### config.mk
export PLATFORM = sky130hd
export DESIGN_NAME = sym_recombine_flat
export DESIGN_NICKNAME = d
export VERILOG_FILES = /design/src/rtl/sym_recombine_if.sv /design/src/rtl/sym_recombine.sv /design/src/flat_wrapper.sv
export SDC_FILE = /design/constraint.sdc
export NUM_CORES = 1
export LEC_CHECK = 0
export ABC_AREA = 1
export BUFFER_PORTS_ARGS = -buffer_cell sky130_fd_sc_hd__buf_2
export CORE_ASPECT_RATIO = 0.75
export CORE_MARGIN = 1.5
export CORE_UTILIZATION = 53
export DETAILED_ROUTE_END_ITERATION = 8
export GPL_ROUTABILITY_DRIVEN = 1
export HOLD_SLACK_MARGIN = 0.03
export PLACE_DENSITY = 0.72
export SLEW_MARGIN = 0
export SYNTH_ARGS = -nofsm -noshare
export SYNTH_HDL_FRONTEND = slang
export SYNTH_SLANG_ARGS = --single-unit
### constraint.sdc
create_clock -name clk -period 2.3 [get_ports clk]
set_input_delay 0.46 -clock clk [delete_from_list [all_inputs] [get_ports clk]]
set_output_delay 0.46 -clock clk [all_outputs]
set_load 0.03 [all_outputs]
### src/rtl/sym_recombine_if.sv
// Handshake bundle for sym_recombine: offset/sign input, core-result input
// and saturated activation output, each on its own valid/ready pair.
interface sym_recombine_if #(
  parameter int W = 12
);
  logic         s_valid;
  logic         s_ready;
  logic [W-1:0] s_in;
  logic         sign_in;

  logic         f_valid;
  logic         f_ready;
  logic [W-1:0] f_in;

  logic         y_valid;
  logic         y_ready;
  logic [W-1:0] y_out;
  logic         y_sat;

  modport slave (
    input  s_valid, s_in, sign_in, f_valid, f_in, y_ready,
    output s_ready, f_ready, y_valid, y_out, y_sat
  );

  modport master (
    output s_valid, s_in, sign_in, f_valid, f_in, y_ready,
    input  s_ready, f_ready, y_valid, y_out, y_sat
  );
endinterface

### src/rtl/sym_recombine.sv
// Reconstruction stage: queues symmetry offset/sign until the core returns f(|x|),
// then emits y = s +/- f with saturation on a registered valid/ready output.
module sym_recombine #(
  parameter int M         = 4,
  parameter int N         = 8,
  parameter int FUNC_TYPE = 0,
  parameter int DEPTH     = 4
) (
  input  logic           clk,
  input  logic           rst,
  sym_recombine_if.slave bus
);
  localparam int W   = M + N;
  localparam int AW  = $clog2(DEPTH);
  localparam int CW  = $clog2(DEPTH + 1);
  localparam bit NEG = (FUNC_TYPE != 2);

  logic [W-1:0]      s_mem_q  [DEPTH];
  logic              sg_mem_q [DEPTH];
  logic [AW-1:0]     wr_ptr_q, wr_ptr_d;
  logic [AW-1:0]     rd_ptr_q, rd_ptr_d;
  logic [CW-1:0]     count_q, count_d;
  logic              y_valid_q, y_valid_d;
  logic              y_sat_q, y_sat_d;
  logic [W-1:0]      y_out_q, y_out_d;

  logic              s_ready, f_ready;
  logic              push, pop;
  logic signed [W:0] s_ext, t_ext, sum;
  logic              sat;
  logic [W-1:0]      y_clip;

  // f_ready looks only at registered state and y_ready, never at f_valid/s_valid.
  assign s_ready = (count_q < CW'(DEPTH));
  assign f_ready = (count_q != '0) && (!y_valid_q || bus.y_ready);
  assign push    = bus.s_valid && s_ready;
  assign pop     = bus.f_valid && f_ready;

  assign bus.s_ready = s_ready;
  assign bus.f_ready = f_ready;
  assign bus.y_valid = y_valid_q;
  assign bus.y_out   = y_out_q;
  assign bus.y_sat   = y_sat_q;

  // One guard bit: overflow shows up as the top two sum bits disagreeing.
  always_comb begin
    s_ext = signed'({s_mem_q[rd_ptr_q][W-1], s_mem_q[rd_ptr_q]});
    t_ext = signed'({bus.f_in[W-1], bus.f_in});
    if (NEG && sg_mem_q[rd_ptr_q]) t_ext = -t_ext;
    sum = s_ext + t_ext;
    sat = sum[W] ^ sum[W-1];
    if (sat) y_clip = {sum[W], {(W-1){~sum[W]}}};
    else     y_clip = sum[W-1:0];
  end

  // NOTE: every next-state signal gets its hold value first so no path can infer a latch.
  always_comb begin
    wr_ptr_d  = wr_ptr_q;
    rd_ptr_d  = rd_ptr_q;
    count_d   = count_q;
    y_valid_d = y_valid_q;
    y_out_d   = y_out_q;
    y_sat_d   = y_sat_q;

    if (push) wr_ptr_d = wr_ptr_q + 1'b1;
    if (pop)  rd_ptr_d = rd_ptr_q + 1'b1;

    case ({push, pop})
      2'b10:   count_d = count_q + 1'b1;
      2'b01:   count_d = count_q - 1'b1;
      default: count_d = count_q;
    endcase

    if (pop) begin
      y_valid_d = 1'b1;
      y_out_d   = y_clip;
      y_sat_d   = sat;
    end else if (y_valid_q && bus.y_ready) begin
      y_valid_d = 1'b0;
    end
  end

  // NOTE: entry storage has no reset; count_q gates every read, so stale data is never used.
  always_ff @(posedge clk) begin
    if (push) begin
      s_mem_q[wr_ptr_q]  <= bus.s_in;
      sg_mem_q[wr_ptr_q] <= bus.sign_in;
    end
  end

  // NOTE: state registers use non-blocking assignments so all flops update together at the edge.
  always_ff @(posedge clk or posedge rst) begin
    if (rst) begin
      wr_ptr_q  <= '0;
      rd_ptr_q  <= '0;
      count_q   <= '0;
      y_valid_q <= 1'b0;
      y_out_q   <= '0;
      y_sat_q   <= 1'b0;
    end else begin
      wr_ptr_q  <= wr_ptr_d;
      rd_ptr_q  <= rd_ptr_d;
      count_q   <= count_d;
      y_valid_q <= y_valid_d;
      y_out_q   <= y_out_d;
      y_sat_q   <= y_sat_d;
    end
  end
endmodule

### src/flat_wrapper.sv
// flat-port wrapper written by rule: the top's interface ports become plain ports
module sym_recombine_flat 
#(
  parameter int M         = 4,
  parameter int N         = 8,
  parameter int FUNC_TYPE = 0,
  parameter int DEPTH     = 4
)
  (clk, rst, bus_s_valid, bus_s_in, bus_sign_in, bus_f_valid, bus_f_in, bus_y_ready, bus_s_ready, bus_f_ready, bus_y_valid, bus_y_out, bus_y_sat);
  sym_recombine_if #(.W((12))) bus_i ();
  input  logic clk;
  input  logic rst;
  input wire logic [$bits(bus_i.s_valid)-1:0] bus_s_valid;
  input wire logic [$bits(bus_i.s_in)-1:0] bus_s_in;
  input wire logic [$bits(bus_i.sign_in)-1:0] bus_sign_in;
  input wire logic [$bits(bus_i.f_valid)-1:0] bus_f_valid;
  input wire logic [$bits(bus_i.f_in)-1:0] bus_f_in;
  input wire logic [$bits(bus_i.y_ready)-1:0] bus_y_ready;
  output wire logic [$bits(bus_i.s_ready)-1:0] bus_s_ready;
  output wire logic [$bits(bus_i.f_ready)-1:0] bus_f_ready;
  output wire logic [$bits(bus_i.y_valid)-1:0] bus_y_valid;
  output wire logic [$bits(bus_i.y_out)-1:0] bus_y_out;
  output wire logic [$bits(bus_i.y_sat)-1:0] bus_y_sat;
  assign bus_i.s_valid = bus_s_valid;
  assign bus_i.s_in = bus_s_in;
  assign bus_i.sign_in = bus_sign_in;
  assign bus_i.f_valid = bus_f_valid;
  assign bus_i.f_in = bus_f_in;
  assign bus_i.y_ready = bus_y_ready;
  assign bus_s_ready = bus_i.s_ready;
  assign bus_f_ready = bus_i.f_ready;
  assign bus_y_valid = bus_i.y_valid;
  assign bus_y_out = bus_i.y_out;
  assign bus_y_sat = bus_i.y_sat;
  sym_recombine #(.M(M), .N(N), .FUNC_TYPE(FUNC_TYPE), .DEPTH(DEPTH)) u_core (.clk(clk), .rst(rst), .bus(bus_i));
endmodule
Word-level counts from Yosys, hierarchy flattened
Memory sizes are Yosys's and may differ from the RTL's.
Cells that the tools add are included.
{"block": "totals", "ff_bits": 21, "mem_bits_rw": 52, "in_bits": 30, "elab_cells": 35, "mem_count": 2}
{"block": "classes", "n_addsub": 6, "order_cmp": 1, "n_eq_ne": 2, "mux": 7, "bitwise": 2, "reduce_logical": 9}
{"memory": "u_core.s_mem_q", "words": 4, "width": 12, "rd": 1, "rd_ports_with_merged_regs": 0, "wr": 1, "line": "sym_recombine.sv:18", "source": "logic [W-1:0] s_mem_q [DEPTH];"}
{"memory": "u_core.sg_mem_q", "words": 4, "width": 1, "rd": 1, "rd_ports_with_merged_regs": 0, "wr": 1, "line": "sym_recombine.sv:19", "source": "logic sg_mem_q [DEPTH];"}
{"op": "adder 12 x 13 -> 13 bit", "count": 1}
{"op": "2-to-1 mux 13 bit", "count": 1}
{"op": "negation 12 -> 13 bit", "count": 1}
{"op": "2-to-1 mux 12 bit", "count": 1}
{"op": "one-hot mux 3 bit (2 select lines)", "count": 1}
{"op": "adder 2 x 1 -> 2 bit, second input constant", "count": 2}
{"op": "logical AND 1 bit", "count": 4}
{"op": "2-to-1 mux 1 bit", "count": 4}
{"op": "nonzero test 2 bit", "count": 2}
{"op": "adder 3 x 1 -> 3 bit, second input constant", "count": 1}
{"op": "less-than comparator 3 bit, second input constant", "count": 1}
{"op": "nonzero test 3 bit", "count": 1}
{"op": "subtractor 3 x 1 -> 3 bit, second input constant", "count": 1}
{"op": "equality test 2 x 1 -> 1 bit, second input constant", "count": 1}
{"op": "equality test 2 bit, second input constant", "count": 1}
{"op": "logical NOT 1 bit", "count": 1}
{"op": "logical OR 1 bit", "count": 1}
{"op": "inverter 1 bit", "count": 1}
{"op": "bitwise XOR 1 bit", "count": 1}

Longest topological paths before layout
{"block": "depth", "depth_word": 6, "ltp_mapped": 22, "ltp_nobuf": 21}

Worst setup path before layout
OpenSTA, ideal clock, no wires.
{"block": "synth_timing", "kind": "register -> register", "start": "register u_core.y_valid_q (netlist: u_core.bus.y_valid)", "end": "register u_core.count_q[2]", "setup_time_ns": 0.136, "arrival_time_ns": 2.783, "t_required_ns": 2.164, "path_slack_ns": -0.619, "path_stages_with_launch": 13, "path_cell_list": "dfrtp_1 > inv_1 > nor2_1 > a31oi_1 > nand2_1 > inv_1 > buf_2 > ha_1 > inv_1 > fa_1 > a21oi_1 > o21ai_0 > xor2_1"}
{"block": "synth_between", "elab_chain_len": 6, "word_cells_on_any_way": 8}
{"element": "start: declaration", "line": "sym_recombine.sv:23", "source": "logic y_valid_q, y_valid_d;"}
{"element": "start signal: assignment", "line": "sym_recombine.sv:104", "source": "y_valid_q <= y_valid_d;"}
{"element": "logical NOT 1 bit *", "line": "sym_recombine.sv:35", "source": "assign f_ready = (count_q != '0) && (!y_valid_q || bus.y_ready);"}
{"element": "logical OR 1 bit *", "line": "sym_recombine.sv:35"}
{"element": "logical AND 1 bit *", "line": "sym_recombine.sv:35"}
{"element": "net bus_f_ready", "line": "flat_wrapper.sv:20", "source": "output wire logic [$bits(bus_i.f_ready)-1:0] bus_f_ready;"}
{"element": "logical AND 1 bit *", "line": "sym_recombine.sv:37", "source": "assign pop = bus.f_valid && f_ready;"}
{"element": "net u_core.pop", "line": "sym_recombine.sv:28", "source": "logic push, pop;"}
{"element": "equality test 2 x 1 -> 1 bit / equality test 2 bit (equally long branches)", "line": "sym_recombine.sv:68", "source": "case ({push, pop})"}
{"element": "one-hot mux 3 bit (2 select lines) / nonzero test 2 bit (equally long branches)"}
{"element": "end signal: assignment", "line": "sym_recombine.sv:103", "source": "count_q <= count_d;"}
{"element": "end: declaration", "line": "sym_recombine.sv:22", "source": "logic [CW-1:0] count_q, count_d;"}
Mark *: on every way through the listed nets, which the timed path passes. The rest lies on a longest branch.
A chain may end at the register's enable or synchronous reset.

Worst setup path after layout
{"block": "layout_timing", "start": "register u_core.rd_ptr_q[0]", "end": "register u_core.y_out_q[10] (netlist: u_core.bus.y_out[10])"}
{"block": "layout_between", "elab_chain_len": 5, "word_cells_on_any_way": 7}
{"element": "start: declaration", "line": "sym_recombine.sv:21", "source": "logic [AW-1:0] rd_ptr_q, rd_ptr_d;"}
{"element": "start signal: assignment", "line": "sym_recombine.sv:102", "source": "rd_ptr_q <= rd_ptr_d;"}
{"element": "memory read (4 x 1 bit)"}
{"element": "2-to-1 mux 13 bit", "line": "sym_recombine.sv:49", "source": "if (NEG && sg_mem_q[rd_ptr_q]) t_ext = -t_ext;"}
{"element": "adder 12 x 13 -> 13 bit *", "line": "sym_recombine.sv:50", "source": "sum = s_ext + t_ext;"}
{"element": "bitwise XOR 1 bit / inverter 1 bit (equally long branches)", "line": "sym_recombine.sv:51, sym_recombine.sv:52"}
{"element": "2-to-1 mux 12 bit *", "line": "sym_recombine.sv:52", "source": "if (sat) y_clip = {sum[W], {(W-1){~sum[W]}}};"}
{"element": "end signal: assignment", "line": "sym_recombine.sv:105", "source": "y_out_q <= y_out_d;"}
{"element": "end: declaration", "line": "sym_recombine.sv:25", "source": "logic [W-1:0] y_out_q, y_out_d;"}
Every way passes the cells marked *; elsewhere a longest branch is shown, timed or not.

==> summary.json <==
{
  "global_routing": {
    "gr-total-overflow": 0,
    "first_global_vias": 3263,
    "grt_util_all_layers": 0.260,
    "grt_antenna_before_repair": 0,
    "wire_length_of_the_first_global_routing_pass_um": 15400,
    "grt_max_degree": 27
  },
  "setup_path": {
    "setup.worst_path.start": "u_core.rd_ptr_q[0]$_DFFE_PP0P_",
    "r2r_setup_slack_ns": -0.50,
    "worst_setup_path_end_kind": "flop",
    "worstReg2RegEnd": "u_core.bus.y_out[10]$_DFFE_PP0P_",
    "worst_setup_path_start_kind": "flop",
    "timing.critical_path.arrival_ns": 3.11,
    "reg2reg_depth": 21,
    "path_class": "flop to flop",
    "worst_ep_required_time_ns": 2.61,
    "worst-path-max-fanout": 5,
    "r2r_start": "u_core.rd_ptr_q[0]$_DFFE_PP0P_"
  },
  "detailed_routing": {
    "detail_route.vias_per_cell": 5.26,
    "num_vias": 3232,
    "detail_route.first_pass.iterations": 5,
    "number_of_drc_violations_after_detailed_routing_iteration_0": 202,
    "remaining_drc_errors": 0,
    "post_drt_wl_per_cell_um": 15.7,
    "drt_wl_total_um": 9680,
    "drt.antenna.violating_nets": 0
  },
  "cts": {
    "root_driver": "clkbuf_8",
    "cts.sink_count": 73,
    "cts_inserted_buffers": 9,
    "cts-htree-levels": 3,
    "clock_tree.buffer_depth": 2,
    "insertion_delay_ns": 0.36,
    "tritoncts": "yes",
    "path_clk_slew_ns": 0.09
  },
  "yosys": {
    "synth_area_leader": "edfxtp_1",
    "mappedNetlistNets": 448,
    "synth_area_per_cell_um2": 9.87,
    "synthCells": 398,
    "synth_flop_cell": "edfxtp_1",
    "synth-async-reset-ratio": 0.288,
    "synth_top_area_frac": 0.397,
    "netlist_top_cells_count": "nand2_1 (56), edfxtp_1 (52), inv_1 (52)",
    "synth_compound_gate_area_share": 0.115,
    "synthesis.yosys.warnings": 0,
    "synth-edff-count": 52,
    "synthSimpleGateAreaFrac": 0.169,
    "synth_most_common_cell": "nand2_1",
    "synth_area_um2": 3930,
    "synth.top_cells.by_area": "edfxtp_1 (40%), dfrtp_1 (13%), ha_1 (5.7%)",
    "ys_ff_latch": 73,
    "muxShareOfSynthArea": 0,
    "yosys.area_share.adder": 0.0675,
    "synth.distinct_cells": 32,
    "sequential_element_share_of_the_synthesized_area": 0.531,
    "combinational_family_with_the_most_area_after_synthesis": "simple AND/OR/NAND/NOR gates",
    "synthesized_area_fraction_occupied_by_xor_and_xnor_cells": 0.0513
  },
  "timing": {
    "fin_worst_skew_ns": 0.00928,
    "max_slew_margin": 0.402,
    "total_count_of_max_transition_violations_in_the_final_report": 0,
    "tightestPinTransition_ns": 0.896,
    "setup-tns-final_ns": -6.23,
    "final_hold_vios": 0,
    "clock.fmax_mhz": 357,
    "layout_worst_path_cycle_share": 1.22,
    "finalCriticalPeriod_ns": 2.80,
    "unrepaired_setup_endpoints_after_global_routing": "true",
    "timing.final.setup_violations": 13,
    "minimum_setup_slack_in_the_final_design_ns": -0.503
  },
  "floorplan": {
    "chipWidth_um": 102,
    "fp.dieArea_um2": 7950,
    "core_area_um2": 6990,
    "io-pin-count": 46,
    "vert_die_dim_um": 77.6,
    "placementRows": 26,
    "start_util": 0.562
  },
  "layout": {
    "finish.net_count": 562,
    "diodes": 0,
    "area.growth.synth_to_final_pct": 34.9,
    "n_fill_cell": 457,
    "multi_input_gate_area_in_the_final_layout_um2": 1900,
    "regArea_um2": 2090,
    "post_route_cells_drive_above_1_share": 0.422
  },
  "placed_design": {
    "buffer_ports.inserted": 45,
    "detailed_place_hpwl_um": 6210,
    "finalWeightedCongestion": 0.887
  },
  "run_status": {
    "failed_checks": "negative setup slack",
    "result_of_the_run": "finished, violations left"
  },
  "run": {
    "drv_cap": 0
  },
  "worst_hold_path": {
    "worstHoldPathType": "input pin to asynchronous set/reset pin"
  }
}
## timing repair
action	CTS	global route
resized for setup	30	21
cloned	2	0
hold buffers	0	0
endpoints found under the setup margin	13	13
setup buffers	11	3
pin swaps	19	18
## through the flow
step	utilization	cells	instance area, um^2	setup slack [ns]	hold WS (ns)
floorplan	-	398	4040	-0.291	0.437
global placement	0.675	583	4720	-0.715	0.454
detailed placement	0.675	583	4720	-0.728	0.461
CTS	0.742	612	5190	-0.460	0.281
global route	0.758	615	5300	-0.657	0.283
finish	0.758	615	5300	-0.503	0.278
## registers in the layout, summed over array words and instances, names as in the netlist
signal              cells
u_core.rd_ptr_q         2
u_core.count_q          3
u_core.sg_mem_q         4
u_core.bus.y_valid      1
u_core.wr_ptr_q         2
u_core.bus.y_out       12
u_core.s_mem_q         48
u_core.bus.y_sat        1
## placed cells by master (no fill, tap or decap), drive strengths merged, types with 5 or more instances in the layout
| cell | instances |
|---|---|
| nand2 | 67 |
| nor2 | 42 |
| nand3 | 20 |
| o22ai | 11 |
| or2 | 10 |
| buf | 109 |
| o21ai | 37 |
| edfxtp | 52 |
| ha | 18 |
| xor2 | 18 |
| dfrtp | 21 |
| clkbuf | 9 |
| xnor2 | 5 |
| inv | 58 |
| a21oi | 19 |
## layout make-up
type,count,share of cell area
sequential,73,0.394
multi-input combinational,263,0.358
timing repair buffer,109,0.134
inverter,55,0.0460
clock buffer,9,0.0234
tap,98,0.0231
clock inverter,7,0.0191
timing repair inverter,1,0.00165
## critical path, stage by stage (launching register included)
cell     delay [ns]
dfrtp_2        0.48
inv_8          0.08
nand2_4        0.04
nand2_2        0.05
nand2_2        0.06
nand2_4        0.09
inv_6          0.05
nor2_1         0.11
xor2_1         0.26
inv_1          0.13
ha_4           0.25
a21oi_1        0.13
nand2_1        0.10
nand3_1        0.11
nand3_2        0.12
inv_2          0.12
nand3_4        0.09
nand2_2        0.09
nand2_2        0.07
nand2_4        0.12
o21ai_0        0.12
nand2_1        0.07
## worst max path at each step
stage | endpoint | cells past startpoint
global route | u_core.bus.y_out[9]$_DFFE_PP0P_ | 21
floorplan | u_core.bus.y_out[2]$_DFFE_PP0P_ | 19
global placement | u_core.bus.y_out[2]$_DFFE_PP0P_ | 18
finish | u_core.bus.y_out[10]$_DFFE_PP0P_ | 21
detailed placement | u_core.bus.y_out[2]$_DFFE_PP0P_ | 19
CTS | u_core.bus.y_out[0]$_DFFE_PP0P_ | 21
## logic make-up after synthesis
| family | count (synthesis) |
|---|---|
| DFF | 73 |
| AOI/OAI and AO/OA | 76 |
| and+or+nand+nor | 143 |
| adders and majority gates | 20 |
| buffers and inverters | 63 |
| xor gates and xnor gates | 23 |
## layer usage
metal	GRT usage	share of wire	vias to the layer above
met5	0	0	-
met4	0.103	0.026	0
met3	0.0577	0.070	24
met2	0.411	0.47	138
met1	0.348	0.44	1511
li1	-	-	1559
Power is not shown: default switching activity piles up to over one toggle a cycle in this logic, so the estimate is an artifact.
